==> src/rtl/garbage_sender_pkg.sv <==
// Shared definitions for the outbound garbage link: game FSM state codes,
// sender FSM states, attack tables and LFSR constants.
package garbage_sender_pkg;

  // Game FSM state codes observed on the state input.
  localparam logic [2:0] NOTH = 3'd0;
  localparam logic [2:0] PREP = 3'd1;
  localparam logic [2:0] DROP = 3'd2;
  localparam logic [2:0] LKDY = 3'd3;
  localparam logic [2:0] PLAC = 3'd4;
  localparam logic [2:0] ELIM = 3'd5;
  localparam logic [2:0] GARB = 3'd6;
  localparam logic [2:0] LOSE = 3'd7;

  localparam int         MAXROWS_DEF = 20;
  localparam logic [7:0] LFSR_SEED   = 8'hA5;

  typedef enum logic [2:0] {
    S_IDLE   = 3'd0,
    S_COUNT  = 3'd1,
    S_CALC   = 3'd2,
    S_CANCEL = 3'd3,
    S_SEND   = 3'd4
  } sender_state_e;

  // Base attack for 0..4 cleared rows: 0/0/1/2/4.
  function automatic logic [2:0] attack_base(input logic [2:0] lines);
    case (lines)
      3'd2:    attack_base = 3'd1;
      3'd3:    attack_base = 3'd2;
      3'd4:    attack_base = 3'd4;
      default: attack_base = 3'd0;
    endcase
  endfunction

  // Combo bonus from the pre-update combo count: 0-1 -> 0, 2-3 -> 1, 4-5 -> 2, 6+ -> 3.
  function automatic logic [1:0] combo_bonus(input logic [3:0] combo);
    if (combo >= 4'd6)      combo_bonus = 2'd3;
    else if (combo >= 4'd4) combo_bonus = 2'd2;
    else if (combo >= 4'd2) combo_bonus = 2'd1;
    else                    combo_bonus = 2'd0;
  endfunction

endpackage

==> src/rtl/garbage_sender_if.sv <==
// Cross-board garbage packet link.
// Handshake: the master raises tx_valid with tx_rows/tx_hole and holds them
// stable until a cycle where tx_valid && tx_ready is sampled at posedge clk;
// that cycle transfers exactly one packet. tx_ready may change freely and
// does not depend on tx_valid. The master may withdraw an unaccepted packet
// only on a new piece placement, a game abort, or reset.
interface garbage_sender_if;
  logic       tx_valid;
  logic [4:0] tx_rows;
  logic [3:0] tx_hole;
  logic       tx_ready;

  modport master (output tx_valid, output tx_rows, output tx_hole, input tx_ready);
  modport slave  (input tx_valid, input tx_rows, input tx_hole, output tx_ready);
endinterface

==> src/rtl/garbage_sender_lfsr.sv <==
// Free-running 8-bit Fibonacci LFSR (x^8+x^6+x^5+x^4+1) mapped to a hole column.
module garbage_lfsr
  import garbage_sender_pkg::*;
#(
  parameter int COLS = 10
) (
  input  logic       clk,
  input  logic       rst,
  output logic [3:0] hole
);

  localparam logic [4:0] COLS_W = 5'(COLS);

  logic [7:0] lfsr_q;
  logic [7:0] lfsr_d;
  logic [3:0] h;

  assign lfsr_d = {lfsr_q[6:0], lfsr_q[7] ^ lfsr_q[5] ^ lfsr_q[4] ^ lfsr_q[3]};
  assign h      = lfsr_q[3:0];
  // Nibbles past the board edge fold back by 6 so every value lands on a column.
  assign hole   = ({1'b0, h} < COLS_W) ? h : (h - 4'd6);

  // Advance the sequence every cycle; reset restarts from the fixed seed.
  always_ff @(posedge clk) begin
    if (rst) lfsr_q <= LFSR_SEED;
    else     lfsr_q <= lfsr_d;
  end

endmodule

==> src/rtl/garbage_sender.sv <==
// Outbound garbage sender: counts rows cleared per piece, converts them into
// an attack with combo/back-to-back bonuses, cancels against incoming garbage
// and offers the remainder to the opponent as a packet.
module garbage_sender
  import garbage_sender_pkg::*;
#(
  parameter int COLS    = 10,
  parameter int MAXROWS = MAXROWS_DEF
) (
  input  logic                    clk,
  input  logic                    rst,
  input  logic [2:0]              state,
  input  logic                    row_full,
  input  logic [4:0]              incoming,
  output logic                    cancel_valid,
  output logic [4:0]              cancel_amt,
  garbage_sender_if.master        link,
  output logic [3:0]              combo,
  output logic                    drop_pulse,
  output sender_state_e           dbg_state
);

  localparam logic [4:0] MAX_W = 5'(MAXROWS);

  sender_state_e fsm_q;
  logic [2:0]    lines_q;
  logic [3:0]    combo_q;
  logic          b2b_q;
  logic [4:0]    attack_q;
  logic [3:0]    hole_q;
  logic          tx_valid_q;
  logic [4:0]    tx_rows_q;
  logic [3:0]    tx_hole_q;
  logic          cancel_valid_q;
  logic [4:0]    cancel_amt_q;
  logic          drop_pulse_q;

  logic [3:0]    lfsr_hole;
  logic [4:0]    atk_raw_d;
  logic [4:0]    atk_d;
  logic [4:0]    cancel_d;

  garbage_lfsr #(.COLS(COLS)) u_lfsr (
    .clk  (clk),
    .rst  (rst),
    .hole (lfsr_hole)
  );

  // Attack for the piece just finished, saturated, and its cancel share.
  always_comb begin
    atk_raw_d = {2'b00, attack_base(lines_q)} + {3'b000, combo_bonus(combo_q)}
              + {4'b0000, (lines_q == 3'd4) && b2b_q};
    atk_d     = (atk_raw_d > MAX_W) ? MAX_W : atk_raw_d;
    cancel_d  = (atk_d < incoming) ? atk_d : incoming;
  end

  // Sender FSM with all outputs registered; a game abort overrides every state.
  always_ff @(posedge clk) begin
    if (rst) begin
      fsm_q          <= S_IDLE;
      lines_q        <= 3'd0;
      combo_q        <= 4'd0;
      b2b_q          <= 1'b0;
      attack_q       <= 5'd0;
      hole_q         <= 4'd0;
      tx_valid_q     <= 1'b0;
      tx_rows_q      <= 5'd0;
      tx_hole_q      <= 4'd0;
      cancel_valid_q <= 1'b0;
      cancel_amt_q   <= 5'd0;
      drop_pulse_q   <= 1'b0;
    end else begin
      cancel_valid_q <= 1'b0;
      drop_pulse_q   <= 1'b0;
      if (state == NOTH) begin
        fsm_q        <= S_IDLE;
        combo_q      <= 4'd0;
        b2b_q        <= 1'b0;
        tx_valid_q   <= 1'b0;
        drop_pulse_q <= (fsm_q == S_SEND);
      end else begin
        case (fsm_q)
          S_IDLE: begin
            if (state == PLAC) begin
              lines_q <= 3'd0;
              fsm_q   <= S_COUNT;
            end
          end
          S_COUNT: begin
            if (state == ELIM) begin
              if (row_full && (lines_q < 3'd4)) lines_q <= lines_q + 3'd1;
            end else if (state != PLAC) begin
              fsm_q <= S_CALC;
            end
          end
          S_CALC: begin
            hole_q <= lfsr_hole;
            if (lines_q == 3'd0) begin
              combo_q <= 4'd0;
              fsm_q   <= S_IDLE;
            end else begin
              if (combo_q != 4'd15) combo_q <= combo_q + 4'd1;
              b2b_q <= (lines_q == 3'd4);
              if (atk_d == 5'd0) begin
                fsm_q <= S_IDLE;
              end else begin
                cancel_amt_q   <= cancel_d;
                cancel_valid_q <= (cancel_d != 5'd0);
                attack_q       <= atk_d - cancel_d;
                fsm_q          <= S_CANCEL;
              end
            end
          end
          S_CANCEL: begin
            if (attack_q == 5'd0) begin
              fsm_q <= S_IDLE;
            end else begin
              tx_valid_q <= 1'b1;
              tx_rows_q  <= attack_q;
              tx_hole_q  <= hole_q;
              fsm_q      <= S_SEND;
            end
          end
          S_SEND: begin
            if (tx_valid_q && link.tx_ready) begin
              // Accepted; a placement in the same cycle starts the next piece.
              tx_valid_q <= 1'b0;
              if (state == PLAC) begin
                lines_q <= 3'd0;
                fsm_q   <= S_COUNT;
              end else begin
                fsm_q <= S_IDLE;
              end
            end else if (state == PLAC) begin
              tx_valid_q   <= 1'b0;
              drop_pulse_q <= 1'b1;
              lines_q      <= 3'd0;
              fsm_q        <= S_COUNT;
            end
          end
          default: fsm_q <= S_IDLE;
        endcase
      end
    end
  end

  assign link.tx_valid = tx_valid_q;
  assign link.tx_rows  = tx_rows_q;
  assign link.tx_hole  = tx_hole_q;
  assign cancel_valid  = cancel_valid_q;
  assign cancel_amt    = cancel_amt_q;
  assign combo         = combo_q;
  assign drop_pulse    = drop_pulse_q;
  assign dbg_state     = fsm_q;

endmodule

==> src/flat_wrapper.sv <==
// flat-port wrapper written by rule: the top's interface ports become plain ports
module garbage_sender_flat import garbage_sender_pkg::*;
#(
  parameter int COLS    = 10,
  parameter int MAXROWS = MAXROWS_DEF
)
  (clk, rst, state, row_full, incoming, cancel_valid, cancel_amt, combo, drop_pulse, dbg_state, link_tx_valid, link_tx_rows, link_tx_hole, link_tx_ready);
  garbage_sender_if link_i ();
  input  logic clk;
  input  logic rst;
  input  logic [2:0] state;
  input  logic row_full;
  input  logic [4:0] incoming;
  output logic cancel_valid;
  output logic [4:0] cancel_amt;
  output logic [3:0] combo;
  output logic drop_pulse;
  output sender_state_e dbg_state;
  output wire logic [$bits(link_i.tx_valid)-1:0] link_tx_valid;
  output wire logic [$bits(link_i.tx_rows)-1:0] link_tx_rows;
  output wire logic [$bits(link_i.tx_hole)-1:0] link_tx_hole;
  input wire logic [$bits(link_i.tx_ready)-1:0] link_tx_ready;
  assign link_tx_valid = link_i.tx_valid;
  assign link_tx_rows = link_i.tx_rows;
  assign link_tx_hole = link_i.tx_hole;
  assign link_i.tx_ready = link_tx_ready;
  garbage_sender #(.COLS(COLS), .MAXROWS(MAXROWS)) u_core (.clk(clk), .rst(rst), .state(state), .row_full(row_full), .incoming(incoming), .cancel_valid(cancel_valid), .cancel_amt(cancel_amt), .link(link_i), .combo(combo), .drop_pulse(drop_pulse), .dbg_state(dbg_state));
endmodule
==> config.mk <==
export PLATFORM = sky130hd
export DESIGN_NAME = garbage_sender_flat
export DESIGN_NICKNAME = d
export VERILOG_FILES = /design/src/rtl/garbage_sender_pkg.sv /design/src/rtl/garbage_sender_if.sv /design/src/rtl/garbage_sender_lfsr.sv /design/src/rtl/garbage_sender.sv /design/src/flat_wrapper.sv
export SDC_FILE = /design/constraint.sdc
export NUM_CORES = 1
export LEC_CHECK = 0
export CORE_MARGIN = 1.5
export CORE_UTILIZATION = 54
export DETAILED_ROUTE_END_ITERATION = 10
export PLACE_DENSITY = 0.8
export RECOVER_POWER = 50
export SYNTH_ARGS = -nofsm -noshare
export SYNTH_HDL_FRONTEND = slang
export SYNTH_SLANG_ARGS = --single-unit
export TNS_END_PERCENT = 50
==> constraint.sdc <==
create_clock -name clk -period 6.35 [get_ports clk]
set_clock_uncertainty 0.1 [all_clocks]
set_input_delay 1.5875 -clock clk [delete_from_list [all_inputs] [get_ports clk]]
set_output_delay 1.5875 -clock clk [all_outputs]
set_load 0.03 [all_outputs]
* Word-level counts from Yosys, hierarchy flattened
Cells that the tools add are included.
Cells by class: add/sub/neg operators 6, $mul 0, divide/modulo/power cells 0, order comparisons 7, equality and inequality tests 18, shift-type cells 0, mux-type cells 30, bitwise logic cells 8, reductions and logical operators 23
Operators by type and width (count):
- $mux W3 | 9
- $pmux W3 S5 | 1
- $eq A3 B2 Y1 const B | 4
- $eq A3 B3 Y1 const B | 4
- $mux W4 | 3
- $logic_not A5 Y1 | 2
- $mux W5 | 2
- $logic_not A3 Y1 | 3
- $mux W1 | 9
- $pmux W3 S3 | 1
- $ge A4 B3 Y1 const B | 2
- $ne A2 B1 Y1 const B | 4
- $reduce_and A2 Y1 | 4
- $mux W2 | 3
- $ne A3 B3 Y1 const B | 2
- $pmux W3 S2 | 1
- $reduce_and A3 Y1 | 2
- $reduce_bool A2 Y1 | 3
- $add A5 B1 Y5 | 1
- $gt A5 B5 Y1 const B | 1
- $lt A5 B5 Y1 | 1
- $not A1 Y1 | 5
- $reduce_and A5 Y1 | 1
- $reduce_bool A5 Y1 | 1
- other kinds (17) | 23
Storage, ports and cells: bits in registers 45, bits in latches 0, RAM bits 0, ROM bits 0, output and inout bits 24, logic and storage cells 105, memories kept 0

* Longest topological paths before layout
word-level depth 12, depth in mapped cells 20, gate-level depth less buffers 20

* Hierarchy
Synthesis repeated with hierarchy kept, for this count alone.
Second synthesis, totals: cells, all modules 254, area total of the unflattened synthesis 2336.0 um^2
By module, submodules not included:
- garbage_sender | instances 1, cells an instance 226, area an instance 2033.2 um^2, seq. area each 740.7 um^2
- garbage_lfsr | instances 1, cells an instance 28, area an instance 302.8 um^2, seq. area each 160.2 um^2

* Least setup slack after synthesis
OpenSTA, ideal clock, no wires.
kind reg2reg, start point reg u_core.combo_q[1], in the netlist u_core.combo[1], end point reg u_core.attack_q[3], library setup time 0.070 ns, arrival time 4.921 ns, path slack 1.259 ns, stages on the path, launching flop included 19, buffers on the path 0, clock period less this slack 5.091 ns, path through dfxtp_1 > or2_2 > ha_1 > fa_1 > ha_1 > nand4b_2 > nor2_1 > a21boi_0 > ha_1 > nand2b_1 > or4_4 > a21oi_4 > mux2i_1 > ha_1 > nor2b_1 > o21a_1 > o21ai_0 > or4b_1 > a21oi_1
Between the ends: cells in the longest elaborated chain, start to end 11
RTL lines:
- start: declaration | RTL line garbage_sender.sv:27 | logic [3:0] combo_q;
- start signal: assignment | RTL line garbage_sender.sv:102 | if (combo_q != 4'd15) combo_q <= combo_q + 4'd1;
- $ge A4 B2 Y1 | RTL line garbage_sender_pkg.sv:40 | else if (combo >= 4'd2) combo_bonus = 2'd1;
- $mux W1 | RTL line garbage_sender_pkg.sv:40
- $mux W2 | RTL line garbage_sender_pkg.sv:39 | else if (combo >= 4'd4) combo_bonus = 2'd2;
- $mux W2 * | RTL line garbage_sender_pkg.sv:38 | if (combo >= 4'd6) combo_bonus = 2'd3;
- $add A3 B2 Y4 * | RTL line garbage_sender.sv:51 | atk_raw_d = {2'b00, attack_base(lines_q)} + {3'b000, combo_bonus(combo_q)}
- $add A5 B1 Y5 * | RTL line garbage_sender.sv:52 | + {4'b0000, (lines_q == 3'd4) && b2b_q};
- $gt A5 B5 Y1 | RTL line garbage_sender.sv:53 | atk_d = (atk_raw_d > MAX_W) ? MAX_W : atk_raw_d;
- $mux W5 * | RTL line garbage_sender.sv:53
- $lt A5 B5 Y1 or $logic_not A5 Y1 (tied branches) | RTL line garbage_sender.sv:54, garbage_sender.sv:104
- $mux W5 or $not A1 Y1 (tied branches)
- $sub A5 B5 Y5 or $reduce_and A4 Y1 (tied branches)
- end signal: assignment | RTL line garbage_sender.sv:109 | attack_q <= atk_d - cancel_d;
- end: declaration | RTL line garbage_sender.sv:29 | logic [4:0] attack_q;
Every way passes the cells marked *; elsewhere a longest branch is shown, timed or not. A chain may end at the register's enable or synchronous reset.

* Worst setup path in the final report
start point reg u_core.lines_q[0], end point reg u_core.attack_q[3]
Between the ends: cells in the longest elaborated chain, start to end 9
RTL lines:
- start: declaration | RTL line garbage_sender.sv:26 | logic [2:0] lines_q;
- start signal: assignment | RTL line garbage_sender.sv:91 | if (row_full && (lines_q < 3'd4)) lines_q <= lines_q + 3'd1;
- $eq A3 B3 Y1 or $eq A3 B2 Y1 (tied branches) | RTL line garbage_sender_pkg.sv:28, garbage_sender.sv:52
- $pmux W3 S3 | RTL line garbage_sender_pkg.sv:28 | case (lines)
- $add A3 B2 Y4 | RTL line garbage_sender.sv:51
- $add A5 B1 Y5 | RTL line garbage_sender.sv:52
- $gt A5 B5 Y1 | RTL line garbage_sender.sv:53
- $mux W5 | RTL line garbage_sender.sv:53
- $lt A5 B5 Y1 or $logic_not A5 Y1 (tied branches) | RTL line garbage_sender.sv:54, garbage_sender.sv:104
- $mux W5 or $not A1 Y1 (tied branches)
- $sub A5 B5 Y5 or $reduce_and A4 Y1 (tied branches)
Parallel ways exist; a longest one is shown, timed or not.

==> impl_metrics.toml <==
[yosys]
synth-seq-cells = 45
async_flop_share_pct = 0
syn_nets = 307
synth.largest_area_cell = "sky130_fd_sc_hd__dfxtp_1"
area_contributors_post_synth = "sky130_fd_sc_hd__dfxtp_1, sky130_fd_sc_hd__ha_1, sky130_fd_sc_hd__a21oi_1"
synth_instances = 275
mappedNetlistArea_um2 = 2430
dominantRegCellSynth = "sky130_fd_sc_hd__dfxtp_1"
yosys.cell_count.top_type = "sky130_fd_sc_hd__dfxtp_1"
seq_area_frac_synth_pct = 37.1
synth_commonest_cells = "sky130_fd_sc_hd__dfxtp_1, sky130_fd_sc_hd__a21oi_1, sky130_fd_sc_hd__nor2_1"
synth_area_per_cell_um2 = 8.84
synth.distinct_cells = 54
synth_edf_count = 0
yosysWarningCount = 0
yosysTopAreaCellShare_pct = 37.1

[sta]
fmax_ghz = 0.180
final_hold_viol_count = 0
setup_total_negative_slack_ps = 0
fin_crit_sh_pct = 87.5
final_period_minus_worst_setup_slack_ps = 5560
finalSetupViolCount = 0
slew-limit-headroom_pct = 41.9
rsz_0062_raised_after_global_routing = "no"
tightest_slew_ps = 871
slew_viol_final = 0
whs_ps = 332

[clocking]
cts-hold-fix-buffers = 0
cts.reportedPaths.clkPinSlew_ps = 90
numCtsBuffers = 5
cts_tree = "done"
ctsLongestPathBuffers = 2
cts-htree-levels = 2
cts.sinks = 45
ctsRootBufferMaster = "sky130_fd_sc_hd__clkbuf_8"
clkLatencyLatePin_ps = 300
post_cts.repair.setup_buffers = 0
post_cts_resized = 0

[final_layout]
multi_input_area_um2 = 1460
final_layout_size_suffix_gt1_share_pct = 6.43
antenna-diode-count = 0
flow.area_growth_from_synthesis_pct = 19.7
finish.utilization_pct = 66.8
sequential_cell_area_um2 = 901
nets = 342
fill_cells = 359

[worst_setup_path]
timing.critical_path.mode_cell = "sky130_fd_sc_hd__ha_1"
crit_path_start_kind = "flip-flop"
timing.setup.critical_path_class = "reg -> reg"
endpoint_kind = "flip-flop"
critical_path.slowest_cell = "sky130_fd_sc_hd__fa_1"
critical_path.max_stage_delay_ps = 560
crit_chain = "inv_1, ha_1, nor2b_1, ha_1, fa_1, ha_1, nand4b_2, nor2_1, a21boi_0, ha_1, nand2b_1, or4_4, a21oi_4, mux2i_1, ha_1, nor2b_1, o21a_1, o21ai_0, or4b_1, a21oi_1"
critical_path.max_fanout = 7
arrival_ps = 5690
timing.critical_path.required_ps = 6480

[die]
die_height_um = 70.1
coreArea_um2 = 4350
rows = 24
io_pins = 36
initial_utilization_pct = 55.8
die_width_um = 70.1
die_footprint_um2 = 4910

[outcome]
result_of_the_run = "completed"

[drt]
drt-initial-drc-count = 90
ant_nets = 0
detail_route.vias_per_cell = 5.71
post_route_drc = 0
detail_route.first_pass.iterations = 4
routed_wire_length_per_instance_um = 14.2
wirelength_um = 5150
vias = 2071

[power_and_ir_drop]
vdd_ir_drop_max_mv = 0.0969
total_power_mw = 0.511
leakagePower_nw = 1.24
cellPowerDensity_nw_per_um2 = 176

[global_routing]
grt_antenna_before_repair = 0
grt_pass1_vias = 1890
grt_start_max_net_pins = 23
overflow = 0
global_route.usage.total_pct = 22.3
grt_first_pass_wirelength_um = 8910

[placed_design]
port_buffers = 35
place_congestion = 0.882
place_hpwl_um = 3850

[job]
max_cap_viols = 0

[min_path]
holdCritPathClass = "reg -> reg"
## layout make-up
class | count | area share (%)
Multi-Input combinational cell | 213 | 50.3
Tap cell | 52 | 2.24
Timing Repair Buffer | 36 | 12.2
Clock inverter | 3 | 0.731
Inverter | 9 | 1.16
Sequential cell | 45 | 31.0
Clock buffer | 5 | 2.37
## power breakdown
| group | internal, mW | leakage (nW) | switching, mW |
|---|---|---|---|
| clock network | 0.0782 | 0.0445 | 0.104 |
| logic | 0.0174 | 0.827 | 0.0188 |
| registers | 0.287 | 0.365 | 0.00473 |
| total | 0.383 | 1.24 | 0.128 |
## metal layers
metal / GRT usage, % / share of wire (%) / vias to the layer above
met3: 3.61 / 4.2 / 5
li1: - / - / 1069
met5: 0 / 0 / -
met2: 35.2 / 46 / 50
met1: 31.5 / 49 / 947
met4: 6.84 / 1.2 / 0
## worst paths after layout
check | from | end | slack [ps] | cells after the start
setup / recovery | u_core.lines_q[0] | u_core.attack_q[3] | 790 | 20
hold / removal | u_core.u_lfsr.lfsr_q[6] | u_core.u_lfsr.lfsr_q[7] | 330 | 1
setup reg to reg | u_core.lines_q[0] | u_core.attack_q[3] | 790 | 20
hold reg to reg | u_core.u_lfsr.lfsr_q[6] | u_core.u_lfsr.lfsr_q[7] | 330 | 1
## flip-flops by register name, indices dropped and copies added, names as in the netlist
name	cells
u_core.link.tx_rows	5
u_core.hole_q	4
u_core.link.tx_hole	4
u_core.cancel_amt	5
u_core.cancel_valid	1
u_core.dbg_state	3
u_core.lines_q	3
u_core.attack_q	5
u_core.drop_pulse	1
u_core.link.tx_valid	1
u_core.u_lfsr.lfsr_q	8
u_core.b2b_q	1
u_core.combo	4
## logic make-up after synthesis
logic type                 count (synthesis)  share of synthesized area, %
xor gates and xnor gates                   5                          1.80
buffers and inverters                     17                          2.68
DFF                                       45                          37.1
muxes                                     10                          4.12
adders and majority gates                 20                          10.9
AOI/OAI and AO/OA                         76                          20.6
and+or+nand+nor                          102                          22.8
## critical path: cells and delay by family, from the launching register on
family,cells,cell delay (ps)
compound gates,5,1000
simple gates,7,1730
mux,1,350
flops,1,380
fa+ha+maj,6,1840
buf+inv,1,80
## per-stage QoR
step | std cells | worst slack (ps) | cell area, um^2
final | 363 | 791 | 2910
after global routing | 363 | 402 | 2910
after CTS | 363 | 773 | 2910
after detailed placement | 355 | 823 | 2820
after global placement | 355 | 1080 | 2820
after floorplan | 275 | 1260 | 2430
## layout by cell type (no fill, tap or decap), drive strengths merged, types with 6 or more instances in the layout
cell type      count
a211oi             8
a21oi             32
clkbuf             6
clkdlybuf4s50     11
dfxtp             45
dlygate4sd3       24
ha                18
inv               10
mux2i             10
nand2             17
nand3              8
nor2              26
nor2b             11
nor3               8
o21ai             12
Note: power is estimated with default switching activity, not from simulation.
